## src/rtl/pueo_scaler_bank.sv

```systemverilog
// rtl/pueo_scaler_bank.sv - per-channel trigger scalers with double-buffered period readout
// Optional feature macro: SCALER_PRESCALE_EN (adds prescale_i and per-channel prescalers).
module pueo_scaler_bank #(
    parameter int NCHAN = 32,
    parameter int CNT_W = 16,
    localparam int ADR_W = (NCHAN > 1) ? $clog2(NCHAN) : 1
) (
    input  logic             sysclk_i,
    input  logic             sysrst_n_i,
    input  logic             pps_i,
    input  logic             gate_i,
    input  logic [NCHAN-1:0] gate_en_i,
    input  logic [NCHAN-1:0] trig_i,
`ifdef SCALER_PRESCALE_EN
    input  logic [3:0]       prescale_i,
`endif
    input  logic [ADR_W-1:0] rd_adr_i,
    output logic [CNT_W-1:0] rd_dat_o,
    output logic             update_o,
    output logic [7:0]       seq_o,
    output logic             overrun_o
);

    typedef enum logic [1:0] {
        ST_IDLE = 2'd0,
        ST_COPY = 2'd1,
        ST_SWAP = 2'd2
    } state_t;

    localparam logic [ADR_W-1:0] K_LAST = ADR_W'(NCHAN - 1);
    localparam logic [CNT_W-1:0] CNT_MAX = '1;

    state_t           state;
    logic [ADR_W-1:0] copy_k;
    logic             act_bank;

    logic [NCHAN-1:0] trig_q;
    logic [NCHAN-1:0] evt;
    logic [NCHAN-1:0] inc;
    logic             busy;
    logic             snap;

    logic [CNT_W-1:0] cnt  [NCHAN];
    logic [CNT_W-1:0] hold [NCHAN];
    logic [CNT_W-1:0] bank [2][NCHAN];

    // An event is a gated rising edge; ungated channels ignore gate_i.
    assign evt  = trig_i & ~trig_q & ({NCHAN{gate_i}} | ~gate_en_i);
    assign busy = (state != ST_IDLE);
    assign snap = pps_i & ~busy;

    // Edge history for every trigger line.
    always_ff @(posedge sysclk_i or negedge sysrst_n_i) begin
        if (!sysrst_n_i) begin
            trig_q <= '0;
        end else begin
            trig_q <= trig_i;
        end
    end

`ifdef SCALER_PRESCALE_EN
    logic [15:0] res     [NCHAN];
    logic [15:0] res_nxt [NCHAN];
    logic [15:0] thr;

    // Prescaler: an event on the pps cycle is the first event of the new period.
    always_comb begin
        thr = 16'd1 << prescale_i;
        for (int i = 0; i < NCHAN; i++) begin
            res_nxt[i] = (pps_i ? 16'd0 : res[i]) + {15'd0, evt[i]};
            inc[i]     = 1'b0;
            if (evt[i] && (res_nxt[i] >= thr)) begin
                inc[i]     = 1'b1;
                res_nxt[i] = 16'd0;
            end
        end
    end

    // Prescaler residue registers.
    always_ff @(posedge sysclk_i or negedge sysrst_n_i) begin
        if (!sysrst_n_i) begin
            for (int i = 0; i < NCHAN; i++) begin
                res[i] <= 16'd0;
            end
        end else begin
            for (int i = 0; i < NCHAN; i++) begin
                res[i] <= res_nxt[i];
            end
        end
    end
`else
    assign inc = evt;
`endif

    // Saturating counters; pps snapshots into hold (only when the copier is free) and restarts the period.
    always_ff @(posedge sysclk_i or negedge sysrst_n_i) begin
        if (!sysrst_n_i) begin
            for (int i = 0; i < NCHAN; i++) begin
                cnt[i]  <= '0;
                hold[i] <= '0;
            end
        end else begin
            for (int i = 0; i < NCHAN; i++) begin
                if (pps_i) begin
                    cnt[i] <= CNT_W'(inc[i]);
                    if (snap) begin
                        hold[i] <= cnt[i];
                    end
                end else if (inc[i] && (cnt[i] != CNT_MAX)) begin
                    cnt[i] <= cnt[i] + CNT_W'(1);
                end
            end
        end
    end

    // Copy FSM: moves hold into the inactive bank one channel per cycle, then swaps banks.
    always_ff @(posedge sysclk_i or negedge sysrst_n_i) begin
        if (!sysrst_n_i) begin
            state     <= ST_IDLE;
            copy_k    <= '0;
            act_bank  <= 1'b0;
            update_o  <= 1'b0;
            seq_o     <= 8'd0;
            overrun_o <= 1'b0;
            for (int b = 0; b < 2; b++) begin
                for (int i = 0; i < NCHAN; i++) begin
                    bank[b][i] <= '0;
                end
            end
        end else begin
            update_o  <= 1'b0;
            overrun_o <= pps_i & busy;
            case (state)
                ST_IDLE: begin
                    if (pps_i) begin
                        state  <= ST_COPY;
                        copy_k <= '0;
                    end
                end
                ST_COPY: begin
                    bank[~act_bank][copy_k] <= hold[copy_k];
                    if (copy_k == K_LAST) begin
                        state <= ST_SWAP;
                    end else begin
                        copy_k <= copy_k + ADR_W'(1);
                    end
                end
                ST_SWAP: begin
                    act_bank <= ~act_bank;
                    update_o <= 1'b1;
                    seq_o    <= seq_o + 8'd1;
                    state    <= ST_IDLE;
                end
                default: begin
                    state <= ST_IDLE;
                end
            endcase
        end
    end

    // Registered readout of the active bank; addresses beyond the last channel read zero.
    always_ff @(posedge sysclk_i or negedge sysrst_n_i) begin
        if (!sysrst_n_i) begin
            rd_dat_o <= '0;
        end else if (32'(rd_adr_i) < 32'(NCHAN)) begin
            rd_dat_o <= bank[act_bank][rd_adr_i];
        end else begin
            rd_dat_o <= '0;
        end
    end

endmodule

```

## config.mk

```make
export PLATFORM = sky130hd
export DESIGN_NAME = pueo_scaler_bank
export DESIGN_NICKNAME = d
export VERILOG_FILES = /design/src/rtl/pueo_scaler_bank.sv
export SDC_FILE = /design/constraint.sdc
export NUM_CORES = 2
export LEC_CHECK = 0
export ABC_AREA = 1
export CORE_ASPECT_RATIO = 2
export CORE_MARGIN = 2
export CORE_UTILIZATION = 60
export CTS_CLUSTER_DIAMETER = 60
export DETAILED_ROUTE_END_ITERATION = 16
export GPL_ROUTABILITY_DRIVEN = 0
export PLACE_DENSITY = 0.83
export REMOVE_ABC_BUFFERS = 1
export SKIP_CTS_REPAIR_TIMING = 1
export SLEW_MARGIN = 20
export SYNTH_ARGS = -nofsm -noshare
export SYNTH_HDL_FRONTEND = slang
export SYNTH_SLANG_ARGS = --single-unit
```

## constraint.sdc

```tcl
create_clock -name sysclk_i -period 3 [get_ports sysclk_i]
set_input_delay 0.75 -clock sysclk_i [delete_from_list [all_inputs] [get_ports sysclk_i]]
set_output_delay 0.75 -clock sysclk_i [all_outputs]
set_load 0.1 [all_outputs]
```

==> metrics.md <==
| Metric | Value |
|---|---|
| # nets final | 14500 |
| HP Class | in2reg |
| DR iter-0 viols | 9877 |
| Maximum vdd drop | 1720 uV |
| Clock Sink Count | 2114 |
| Clock root buffer | clkbuf_16 |
| CTS max path bufs | 4 |
| DR vias | 98400 |
| Final HPWL DP | 233 mm |
| Violated checks | setup timing |
| Worst skew pair latency | 0.90 ns |
| Final worst path period share | 100% |
| Slowest stage delay, CP | 0.59 ns |
| Die Span X | 301 microns |
| Design Power | 92.7 mW |
| First-pass GRT wire length | 531 mm |
| Crit path max fanout | 81 |
| Crit-path slowest cell | dfrtp_4 |
| H-tree levels | 4 |
| Commonest non-fill, non-tap cell in the layout | nand2_1 |
| Area of the mapped netlist | 0.106 sq mm |
| CTS buffer count | 190 |
| Minimum clock period | 3.01 ns |
| Final worst setup slack | -0.00716 ns |
| Status | complete, but fails checks |
| Seq/Total Area, Yosys | 50.1% |
| Yosys warning count | 0 |
| Die ar. | 0.180 sq mm |
| Cell family with most CP delay | simple AND/OR/NAND/NOR gates |
| Syn Area/Cell | 7.34 sq um |
| PD cells | 791 mW/mm^2 |
| Die Y-Extent | 597 microns |
| IO Pins | 99 |
| Share of cells above drive strength 1 | 6.55% |
| DRC Markers | 0 |
| Final setup violating endpoints | 1 |
| TritonCTS clock tree | done |
| Setup TNS | -0.00716 ns |
| Synth Register Bits | 2114 |
| Pre-Repair DR Iteration Count | 10 |
| Drt total wl | 339 mm |
| Via density | 5.86 |
| GRT Total Usage | 37.8% |
| Max Slew Vio Count | 0 |
| P_leak | 57.6 nW |
| Pin count of the biggest net entering global routing | 189 |
| Initial antenna violation count | 5 |
| Internal reg-to-reg setup slack | -0.007 ns |
| Worst Skew | 0.0568 ns |
| Core area | 0.175 sq mm |
| Most frequent cells in the layout | 6487 x nand2_1, 2111 x dfrtp_1, 1221 x nand3_1 |
| Number of global-route vias before repair | 97000 |
| Post-Synthesis Cells | 14400 |
| Worst rel slew slack | 29.4% |
| Critical Path Source Type | register |
| Most frequent CP cell | nand2_1 |
| Buffers and inverters on the worst path | 2 |
| Grt total ovfl | 0 |
| Final hold viol count | 0 |
| Post-synthesis cell type count | 36 |
| Setup WS pre-CTS | 0.136 ns |
| Initial Util | 60.4% |
| Area Overhead vs Synth | 10.9% |
| Max Cap Violations | 0 |
| FP Rows | 217 |
| Worst EP arrival | 3.77 ns |
| Wire length per cell | 20.2 microns |
| Clock-pin transition on the worst setup and hold timing paths | 0.07 ns |
| Number of port buffers | 98 |
| CP Cell Sequence | buf_12, nor2_1, nor2_1, o21ai_0, nand2_1, nand2_1, nand2_1, nor2_1, nand2_4, buf_4, nand2_1, nand2_1 |
| Worst Tran Pin Value | 1.06 ns |
| Critical Path End Type | register |
| CP required | 3.76 ns |
| ANT nets after route | 0 |
| Setup Crit Path Kind | reg2reg |
| Highest clock rate | 333 MHz |
[power breakdown]
group / switching (mW) / internal [mW]
clock network: 11.2 / 14.8
registers: 2.44 / 32.5
logic: 23.2 / 8.47
total: 36.9 / 55.8
[metal layers]
| metal | routed length, microns | share of wire [%] | vias to the layer above | track usage [%] |
|---|---|---|---|---|
| met5 | 26 | 0.0077 | - | 0 |
| met2 | 164000 | 48 | 4989 | 63.1 |
| met4 | 40700 | 12 | 4 | 37.7 |
| met1 | 110000 | 32 | 46200 | 39.5 |
| met3 | 25200 | 7.4 | 1805 | 6.54 |
| li1 | - | - | 45400 | - |
[synthesized netlist by cell type]
| library cell | instances | share of area, % |
|---|---|---|
| inv_2 | 72 | 0.26 |
| nand2_4 | 4 | 0.043 |
| a211oi_1 | 24 | 0.17 |
| buf_4 | 75 | 0.53 |
| inv_1 | 666 | 2.4 |
| a21boi_1 | 1 | 0.0071 |
| ha_1 | 38 | 0.45 |
| buf_6 | 7 | 0.075 |
| nand3_1 | 1221 | 5.8 |
| a21oi_1 | 50 | 0.24 |
| nor3b_1 | 7 | 0.050 |
| nand2_1 | 6489 | 23 |
| nor2_1 | 977 | 3.5 |
| a22oi_1 | 2 | 0.014 |
| buf_1 | 39 | 0.14 |
| nand3b_1 | 8 | 0.057 |
| nor2_4 | 26 | 0.28 |
| buf_2 | 219 | 1.0 |
| nand4_1 | 197 | 1.2 |
| o21ai_0 | 997 | 4.7 |
| clkinv_1 | 10 | 0.036 |
| xnor2_1 | 23 | 0.19 |
| o31ai_1 | 36 | 0.26 |
| and3_1 | 1 | 0.0059 |
| nor2_2 | 42 | 0.25 |
| or2_2 | 16 | 0.095 |
| xor2_1 | 166 | 1.4 |
| nor3_1 | 302 | 1.4 |
| o21ai_2 | 4 | 0.033 |
| clkbuf_1 | 423 | 1.5 |
| nand2_2 | 14 | 0.083 |
| o21ai_1 | 68 | 0.32 |
| dfrtp_1 | 2114 | 50 |
| nor3_2 | 2 | 0.019 |
| nor3_4 | 4 | 0.062 |
| o211ai_1 | 53 | 0.38 |
[worst paths after layout]
| path | to | from | depth (start not counted) |
|---|---|---|---|
| worst max register to register | bank[785]$_DFFE_PN0P_ | copy_k[0]$_DFFE_PN0P_ | 12 |
| worst min-delay path | trig_q[3]$_DFF_PN0_ | trig_i[3] | 1 |
| max in group asynchronous | bank[284]$_DFFE_PN0P_ | sysrst_n_i | 4 |
| min in group asynchronous | trig_q[31]$_DFF_PN0_ | sysrst_n_i | 2 |
| worst max-delay path | bank[785]$_DFFE_PN0P_ | copy_k[0]$_DFFE_PN0P_ | 12 |
| worst min register to register | seq_o[7]$_DFFE_PN0P_ | seq_o[7]$_DFFE_PN0P_ | 1 |
[stage by stage]
stage / std cells / hold slack, ns / utilization, % / instance area [sq um]
after floorplan: 13600 / 0.444 / - / 102000
after global placement: 16400 / 0.458 / 63.3 / 111000
after detailed placement: 16400 / 0.462 / 63.3 / 111000
after CTS: 16800 / -0.188 / 67.0 / 117000
after global routing: 16800 / 0.335 / 67.0 / 117000
final: 16800 / 0.330 / 67.0 / 117000
[cell families after synthesis]
kind of cell               after synthesis  share of synthesized area, %
AOI/OAI and AO/OA                     1235                          6.14
and+or+nand+nor                       9310                          35.8
adders and majority gates               38                         0.450
DFF                                   2114                          50.1
xor gates and xnor gates               189                          1.57
buffers and inverters                 1511                          5.94
[sequential cells by signal, summed over array words and instances (netlist names)]
register,count
bank,1024
cnt,512
hold,512
trig_q,32
rd_dat_o,16
seq_o,8
copy_k,5
state,2
act_bank,1
overrun_o,1
update_o,1
[cell type report]
| class | instances | area, sq um |
|---|---|---|
| diodes | 3 | 7.51 |
| flip-flops and latches | 2114 | 52900 |
| fillers | 14400 | 57700 |
| clock inverters | 77 | 1060 |
| repair buffers | 518 | 5530 |
| well taps | 2299 | 2880 |
| multi-input cells | 10800 | 46600 |
| inverters | 748 | 2850 |
| clock buffers | 252 | 5390 |
Note: power is estimated with default switching activity, not from simulation.
